File: src/rtl/vga_timing_core_if.sv
// Renderer-side pixel request/colour interface for vga_timing_core.
// The timing core (master) publishes coordinates and strobes; the renderer (slave) returns colour.
interface vga_timing_core_if #(
  parameter int XW         = 10,
  parameter int YW         = 10,
  parameter int COLOR_BITS = 3
);
  logic [XW-1:0]         pix_x;
  logic [YW-1:0]         pix_y;
  logic                  pix_valid;
  logic                  pix_ce;
  logic                  frame_start;
  logic [COLOR_BITS-1:0] rgb_r;
  logic [COLOR_BITS-1:0] rgb_g;
  logic [COLOR_BITS-1:0] rgb_b;

  modport master (
    output pix_x, pix_y, pix_valid, pix_ce, frame_start,
    input  rgb_r, rgb_g, rgb_b
  );

  modport slave (
    input  pix_x, pix_y, pix_valid, pix_ce, frame_start,
    output rgb_r, rgb_g, rgb_b
  );
endinterface

File: src/rtl/vga_timing_core.sv
// Parametrised VGA timing generator and registered pixel output stage.
// Optional colour-bar generator enabled by defining VGA_TEST_PATTERN_EN (adds test_sel input).
module vga_timing_core #(
  parameter int H_ACTIVE   = 640,
  parameter int H_FP       = 16,
  parameter int H_SYNC     = 96,
  parameter int H_BP       = 48,
  parameter int V_ACTIVE   = 480,
  parameter int V_FP       = 10,
  parameter int V_SYNC     = 2,
  parameter int V_BP       = 33,
  parameter int COLOR_BITS = 3,
  parameter int CLK_DIV    = 2,
  parameter int SYNC_POL   = 0
) (
  input  logic       clk,
  input  logic       rst_n,
`ifdef VGA_TEST_PATTERN_EN
  input  logic       test_sel,
`endif
  vga_timing_core_if.master pix,
  output logic [7:0] vga_r,
  output logic [7:0] vga_g,
  output logic [7:0] vga_b,
  output logic       vga_hs,
  output logic       vga_vs,
  output logic       vga_blank_n,
  output logic       vga_sync_n,
  output logic       vga_clk
);

  localparam int   H_TOTAL  = H_ACTIVE + H_FP + H_SYNC + H_BP;
  localparam int   V_TOTAL  = V_ACTIVE + V_FP + V_SYNC + V_BP;
  localparam int   XW       = $clog2(H_TOTAL);
  localparam int   YW       = $clog2(V_TOTAL);
  localparam int   DW       = $clog2(CLK_DIV);
  localparam logic SYNC_ACT = (SYNC_POL != 0);

  logic [DW-1:0] div_cnt;
  logic [XW-1:0] h_cnt;
  logic [YW-1:0] v_cnt;
  logic          pix_ce;
  logic          pix_valid;
  logic          hs_act;
  logic          vs_act;
  logic [7:0]    src_r, src_g, src_b;

  // Replicate the narrow colour MSB-first to fill the 8-bit DAC range.
  function automatic logic [7:0] expand(input logic [COLOR_BITS-1:0] c);
    logic [7:0] e;
    e = '0;
    for (int i = 0; i < 8; i++) e[7-i] = c[COLOR_BITS-1-(i % COLOR_BITS)];
    return e;
  endfunction

  assign pix_ce    = (div_cnt == DW'(CLK_DIV - 1));
  assign vga_clk   = (div_cnt >= DW'(CLK_DIV / 2));
  assign pix_valid = (h_cnt < XW'(H_ACTIVE)) && (v_cnt < YW'(V_ACTIVE));
  assign hs_act    = (h_cnt >= XW'(H_ACTIVE + H_FP)) && (h_cnt < XW'(H_ACTIVE + H_FP + H_SYNC));
  assign vs_act    = (v_cnt >= YW'(V_ACTIVE + V_FP)) && (v_cnt < YW'(V_ACTIVE + V_FP + V_SYNC));
  assign vga_sync_n = 1'b0;

  assign pix.pix_x       = h_cnt;
  assign pix.pix_y       = v_cnt;
  assign pix.pix_valid   = pix_valid;
  assign pix.pix_ce      = pix_ce;
  assign pix.frame_start = pix_ce && (h_cnt == '0) && (v_cnt == '0);

  // NOTE: sequential state is written only with non-blocking assignments so every
  // register samples the pre-edge values regardless of statement order.
  always_ff @(posedge clk or negedge rst_n) begin
    if (!rst_n) begin
      div_cnt <= '0;
      h_cnt   <= '0;
      v_cnt   <= '0;
    end else begin
      div_cnt <= pix_ce ? '0 : div_cnt + 1'b1;
      if (pix_ce) begin
        if (h_cnt == XW'(H_TOTAL - 1)) begin
          h_cnt <= '0;
          v_cnt <= (v_cnt == YW'(V_TOTAL - 1)) ? '0 : v_cnt + 1'b1;
        end else begin
          h_cnt <= h_cnt + 1'b1;
        end
      end
    end
  end

`ifdef VGA_TEST_PATTERN_EN
  logic [XW-1:0] bar_idx;
  assign bar_idx = h_cnt / XW'(H_ACTIVE / 8);
`endif

  // NOTE: every always_comb output gets a default first, so no path leaves it unassigned
  // and no latch is inferred.
  always_comb begin
    src_r = expand(pix.rgb_r);
    src_g = expand(pix.rgb_g);
    src_b = expand(pix.rgb_b);
`ifdef VGA_TEST_PATTERN_EN
    // Bars white, yellow, cyan, green, magenta, red, blue, black fall out of the bar index bits.
    if (test_sel) begin
      src_r = {8{~bar_idx[1]}};
      src_g = {8{~bar_idx[2]}};
      src_b = {8{~bar_idx[0]}};
    end
`endif
  end

  // Colour and sync decoded for (h_cnt, v_cnt) leave together one pixel period later.
  always_ff @(posedge clk or negedge rst_n) begin
    if (!rst_n) begin
      vga_r       <= '0;
      vga_g       <= '0;
      vga_b       <= '0;
      vga_blank_n <= 1'b0;
      vga_hs      <= ~SYNC_ACT;
      vga_vs      <= ~SYNC_ACT;
    end else if (pix_ce) begin
      vga_r       <= pix_valid ? src_r : 8'h00;
      vga_g       <= pix_valid ? src_g : 8'h00;
      vga_b       <= pix_valid ? src_b : 8'h00;
      vga_blank_n <= pix_valid;
      vga_hs      <= hs_act ? SYNC_ACT : ~SYNC_ACT;
      vga_vs      <= vs_act ? SYNC_ACT : ~SYNC_ACT;
    end
  end

endmodule

File: src/flat_wrapper.sv
// flat-port wrapper written by rule: the top's interface ports become plain ports
module vga_timing_core_flat 
#(
  parameter int H_ACTIVE   = 640,
  parameter int H_FP       = 16,
  parameter int H_SYNC     = 96,
  parameter int H_BP       = 48,
  parameter int V_ACTIVE   = 480,
  parameter int V_FP       = 10,
  parameter int V_SYNC     = 2,
  parameter int V_BP       = 33,
  parameter int COLOR_BITS = 3,
  parameter int CLK_DIV    = 2,
  parameter int SYNC_POL   = 0
)
  (clk, rst_n, vga_r, vga_g, vga_b, vga_hs, vga_vs, vga_blank_n, vga_sync_n, vga_clk, pix_pix_x, pix_pix_y, pix_pix_valid, pix_pix_ce, pix_frame_start, pix_rgb_r, pix_rgb_g, pix_rgb_b);
  vga_timing_core_if #(.XW(10), .YW(10), .COLOR_BITS(COLOR_BITS)) pix_i ();
  input  logic clk;
  input  logic rst_n;
  output logic [7:0] vga_r;
  output logic [7:0] vga_g;
  output logic [7:0] vga_b;
  output logic vga_hs;
  output logic vga_vs;
  output logic vga_blank_n;
  output logic vga_sync_n;
  output logic vga_clk;
  output wire logic [$bits(pix_i.pix_x)-1:0] pix_pix_x;
  output wire logic [$bits(pix_i.pix_y)-1:0] pix_pix_y;
  output wire logic [$bits(pix_i.pix_valid)-1:0] pix_pix_valid;
  output wire logic [$bits(pix_i.pix_ce)-1:0] pix_pix_ce;
  output wire logic [$bits(pix_i.frame_start)-1:0] pix_frame_start;
  input wire logic [$bits(pix_i.rgb_r)-1:0] pix_rgb_r;
  input wire logic [$bits(pix_i.rgb_g)-1:0] pix_rgb_g;
  input wire logic [$bits(pix_i.rgb_b)-1:0] pix_rgb_b;
  assign pix_pix_x = pix_i.pix_x;
  assign pix_pix_y = pix_i.pix_y;
  assign pix_pix_valid = pix_i.pix_valid;
  assign pix_pix_ce = pix_i.pix_ce;
  assign pix_frame_start = pix_i.frame_start;
  assign pix_i.rgb_r = pix_rgb_r;
  assign pix_i.rgb_g = pix_rgb_g;
  assign pix_i.rgb_b = pix_rgb_b;
  vga_timing_core #(.H_ACTIVE(H_ACTIVE), .H_FP(H_FP), .H_SYNC(H_SYNC), .H_BP(H_BP), .V_ACTIVE(V_ACTIVE), .V_FP(V_FP), .V_SYNC(V_SYNC), .V_BP(V_BP), .COLOR_BITS(COLOR_BITS), .CLK_DIV(CLK_DIV), .SYNC_POL(SYNC_POL)) u_core (.clk(clk), .rst_n(rst_n), .pix(pix_i), .vga_r(vga_r), .vga_g(vga_g), .vga_b(vga_b), .vga_hs(vga_hs), .vga_vs(vga_vs), .vga_blank_n(vga_blank_n), .vga_sync_n(vga_sync_n), .vga_clk(vga_clk));
endmodule
File: config.mk
export PLATFORM = sky130hd
export DESIGN_NAME = vga_timing_core_flat
export DESIGN_NICKNAME = d
export VERILOG_FILES = /design/src/rtl/vga_timing_core_if.sv /design/src/rtl/vga_timing_core.sv /design/src/flat_wrapper.sv
export SDC_FILE = /design/constraint.sdc
export NUM_CORES = 1
export LEC_CHECK = 0
export CAP_MARGIN = 20
export CORE_UTILIZATION = 30
export DETAILED_ROUTE_END_ITERATION = 10
export REMOVE_ABC_BUFFERS = 1
export SLEW_MARGIN = 25
export SYNTH_ARGS = -nofsm -noshare
export SYNTH_HDL_FRONTEND = slang
export SYNTH_SLANG_ARGS = --single-unit
File: constraint.sdc
create_clock -name clk -period 5.1 [get_ports clk]
set_input_delay 0.51 -clock clk [delete_from_list [all_inputs] [get_ports clk]]
set_output_delay 0.51 -clock clk [all_outputs]
set_load 0.03 [all_outputs]
# --- Word-level counts from Yosys, hierarchy flattened ---
# Index checks and enable logic that the tools add are counted.
totals:
  reg_bits: 48
  latch_bits: 0
  ram_bits: 0
  rom_bits: 0
  inputBits: 11
  output_inout_bits: 52
  word_cells: 37
  memories: 0
classes:
  addsub: 3
  mul: 0
  div_mod_pow: 0
  order_cmp: 7
  eq_ne: 2
  shift: 0
  mux: 8
  n_bitwise: 0
  reduce_logical: 8
ops:
  columns: ["cell", "count"]
  rows:
  - ["8-bit 2-to-1 mux", 3]
  - ["10-bit by 1-bit adder with 10-bit output (second input constant)", 2]
  - ["10-bit == test (second input constant)", 2]
  - ["10-bit logical NOT", 2]
  - ["10-bit < comparator (second input constant)", 2]
  - ["10-bit by 9-bit < comparator with 1-bit output (second input constant)", 2]
  - ["10-bit 2-to-1 mux", 2]
  - ["10-bit >= comparator (second input constant)", 1]
  - ["10-bit by 9-bit >= comparator with 1-bit output (second input constant)", 1]
  - ["1-bit logical AND", 5]
  - ["1-bit 2-to-1 mux", 3]
  - ["2-bit AND reduction", 1]
  - ["1-bit adder (second input constant)", 1]
  - ["1-bit >= comparator (second input constant)", 1]

# --- Depth between registers and ports, before layout ---
depth:
  depth_word: 3
  depth_mapped: 6
  mapped_depth_nobuf: 6

# --- Worst setup path after synthesis ---
# No wires, ideal clock.
synth_timing:
  kind: "register -> output"
  startpoint: "reg u_core.h_cnt[7] (netlist: u_core.pix.pix_x[7])"
  endpoint: "out pix_frame_start"
  arrival_time_ns: 2.329
  t_required_ns: 4.590
  path_slack_ns: 2.261
  stages_incl_launch_ff: 4
  path_buffers: 0
  path_cell_list: "dfrtp_1 > or4b_4 > or4_2 > nor3_1"
synth_between:
  elab_chain_cells: 3
synth_rtl:
  columns: ["item", "line_no", "text"]
  rows:
  - ["start: declaration", "vga_timing_core.sv:40", "logic [XW-1:0] h_cnt;"]
  - ["start signal: assignment", "vga_timing_core.sv:83", "h_cnt <= h_cnt + 1'b1;"]
  - ["10-bit logical NOT", "vga_timing_core.sv:67", "assign pix.frame_start = pix_ce && (h_cnt == '0) && (v_cnt == '0);"]
  - ["1-bit logical AND (2 in series)", "vga_timing_core.sv:67", null]
  - ["end: declaration", "flat_wrapper.sv:32", "output wire logic [$bits(pix_i.frame_start)-1:0] pix_frame_start;"]
# Every way passes these cells.

# --- Worst setup path in the final report ---
# Same ends and word-level chain as after synthesis.

==> run_results.csv <==
group,metric,value,unit
cells_and_area,antenna_cells,0,
global_route,grt_pass1_vias,1352,
global_route,grt_util_all_layers,14.11,%
logic_synthesis,synth_seq_cells,33,
floorplan,ios,63,
global_route,antenna_found_initial,0,
setup_path,criticalPathCategory,"flop to primary output",
floorplan,die-width,77.56,um
setup_path,worst-path-max-fanout,8,
logic_synthesis,syn_inst,177,
clock_network,cts_sinks,33,
global_route,grt_pass1_wl,6665,um
drt,viasPerCell,4.822,
min_path,hp-class,"flop to flop",
drt,drc,0,
logic_synthesis,yosysSeqAreaShare,48.36,%
cells_and_area,fin_util,43.19,%
cells_and_area,area_delta_synth_final,38.86,%
cells_and_area,fin_cells,297,
placed_design,placed_cells,290,
drt,routed_wl,3893,um
drt,wl_per_cell,13.11,um
setup_path,critPathRequiredTime,4590,ps
cells_and_area,fin_area,2379,sq um
sta,rsz0062_at_grt,"no",
logic_synthesis,postSynthAreaPerCell,9.677,sq um
sta,finalCritPeriodShare,63.97,%
pwr,total_power,560.4,uW
logic_synthesis,postSynth.asyncResetShare,100.0,%
sta,worst_pin_slew,664.2,ps
sta,fin_setup_tns,0,ps
drt,ant_nets,0,
sta,fin_crit,3262,ps
run_status,status,"finished, final reports clean",
logic_synthesis,synth_warnings,0,
min_path,min_from,"u_core.vga_blank_n",
placed_design,dpl_cell_area,2275,sq um
sta,hold_viol,0,
clock_network,holdBufCountCts,0,
floorplan,die-area,6016,sq um
setup_path,critPathCaptureType,"primary output",
placed_design,portBuffers,61,
clock_network,htreeDepth,2,
clock_network,cts_tree,"yes",
job,maxCapViolCount,0,
cells_and_area,nFillCells,545,
pwr,vdd_drop_max,0.00007791,V
floorplan,core_area,5507,sq um
floorplan,start_util,31.11,%
global_route,overflow,0,
placed_design,gp_congestion,0.7600,
cells_and_area,nets,240,
drt,drtPass1Iterations,4,
drt,first_iter_violations,72,
floorplan,fp.dieH,77.56,um
global_route,grt_max_degree,34,
sta,relSlewSlack,55.48,%
setup_path,reg2reg_from,"u_core.pix.pix_x[7]",
floorplan,num_rows,27,
clock_network,cts.path.max_buffers,2,
placed_design,hpwl,2792,um
logic_synthesis,synth_edf_count,0,
setup_path,crit_path_start,"u_core.pix.pix_x[7]",
pwr,powerDensity,235.6,nW/um^2
cells_and_area,drive_gt1_share,7.111,%
sta,fin_skew,5.467,ps
logic_synthesis,synth_cell_type_count,32,
clock_network,cts_resized,0,
clock_network,clock-root-buffer,"clkbuf_8",
logic_synthesis,synth_flop_cell,"dfrtp_1",
clock_network,clk_pin_slew_worst_paths,70,ps
sta,final-max-slew-violation-count,0,
clock_network,clk_latency,280,ps
sta,finalSetupViolations,0,
logic_synthesis,synth_area,1713,sq um
clock_network,postCtsSetupRepairBufs,0,
drt,vias,1432,
clock_network,cts_buffers,5,
pwr,p_leak,0.9928,nW
sta,fmax,0.3065,GHz
setup_path,cp-start-kind,"flop",
setup_path,crit_arrival,2750,ps
-- report_power, final --
| group | internal [mW] | switching (mW) |
|---|---|---|
| Combinational | 0.0247 | 0.0321 |
| Sequential | 0.265 | 0.00348 |
| Clock | 0.142 | 0.0928 |
-- state kept, by name, indices dropped and copies added, names as in the netlist --
name                count
u_core.vga_b            3
u_core.vga_vs           1
u_core.vga_r            3
u_core.pix.pix_y       10
u_core.pix.pix_ce       1
u_core.vga_g            3
u_core.vga_hs           1
u_core.vga_blank_n      1
u_core.pix.pix_x       10
-- placed cells by master (no fill, tap or decap), types with 2 or more instances in the layout --
cell	instances
clkbuf_8	5
o311ai_0	2
nand3_1	8
ha_1	4
nand2_1	23
clkdlybuf4s50_1	61
or3_2	2
nand4_1	7
buf_4	2
dfrtp_1	31
dfstp_2	2
a21oi_1	6
xnor2_1	6
o2bb2ai_1	9
and3_1	5
or3_1	3
xor2_1	4
o21ai_0	9
inv_1	7
o31ai_1	2
nor3_1	5
nor2_1	10
-- logic make-up (layout without fill, tap and decap cells) --
kind of cell	count (synthesis)	count (layout)	synth area share, %
AND/OR/NAND/NOR	71	71	21.40
flip-flops	33	33	48.36
buffers and inverters	29	77	10.52
AO/OA/AOI/OAI	28	28	10.88
XOR/XNOR	10	10	5.113
adder cells (fa/ha/maj)	4	4	2.922
other	1	1	0.2189
multiplexers	1	1	0.5844
-- synthesized netlist by cell type (2+ instances only) --
cell	n	share of area, %
a21oi_1	6	1.8
and3_1	5	1.8
buf_4	17	7.5
clkbuf_1	4	0.88
dfrtp_1	31	45
dfstp_2	2	3.1
ha_1	4	2.9
inv_1	7	1.5
nand2_1	23	5.0
nand3_1	8	2.3
nand4_1	7	2.6
nor2_1	10	2.2
nor3_1	5	1.5
o21ai_0	9	2.6
o2bb2ai_1	9	4.6
o311ai_0	2	1.0
o31ai_1	2	0.88
or3_1	3	1.1
or3_2	2	0.88
xnor2_1	6	3.1
xor2_1	4	2.0
-- stage by stage --
stage               setup WS (ps)  hold slack (ps)
finish                       1838            486.0
CTS                          1803            490.2
detailed placement           2121            472.5
global placement             2146            467.6
floorplan                    1876            214.4
global route                 1740            510.5
-- routing by layer --
layer | vias up | routed length, um | track usage (%)
li1 | 699 | - | -
met1 | 692 | 1794 | 18.44
met2 | 36 | 1843 | 21.50
met3 | 5 | 226 | 5.059
met4 | 0 | 29 | 4.717
met5 | - | 0 | 0
-- worst max-delay path: stages (launching register included) --
cell	delay [ps]
dfrtp_1	460
or4b_4	580
or4_2	550
nor3_1	180
clkdlybuf4s50_1	700
-- layout make-up --
class,count,area [sq um],area share [%]
Clock inverter,2,35.03,1.473
Sequential cell,33,828.3,34.82
Clock buffer,5,68.82,2.893
Timing Repair Buffer,63,625.6,26.30
Multi-Input combinational cell,115,704.4,29.62
Tap cell,72,90.09,3.787
Inverter,7,26.28,1.105
-- worst paths after layout --
check,to,slack [ps],cells past startpoint
max,pix_frame_start,1840,4
min,u_core.vga_blank_n,490,2
max reg2reg,u_core.pix.pix_y[9],2780,4
min reg2reg,u_core.vga_blank_n,490,2
max in group asynchronous,u_core.vga_hs,4140,2
min in group asynchronous,u_core.vga_g[4],640,2
Power figures use the tool's default switching activity.
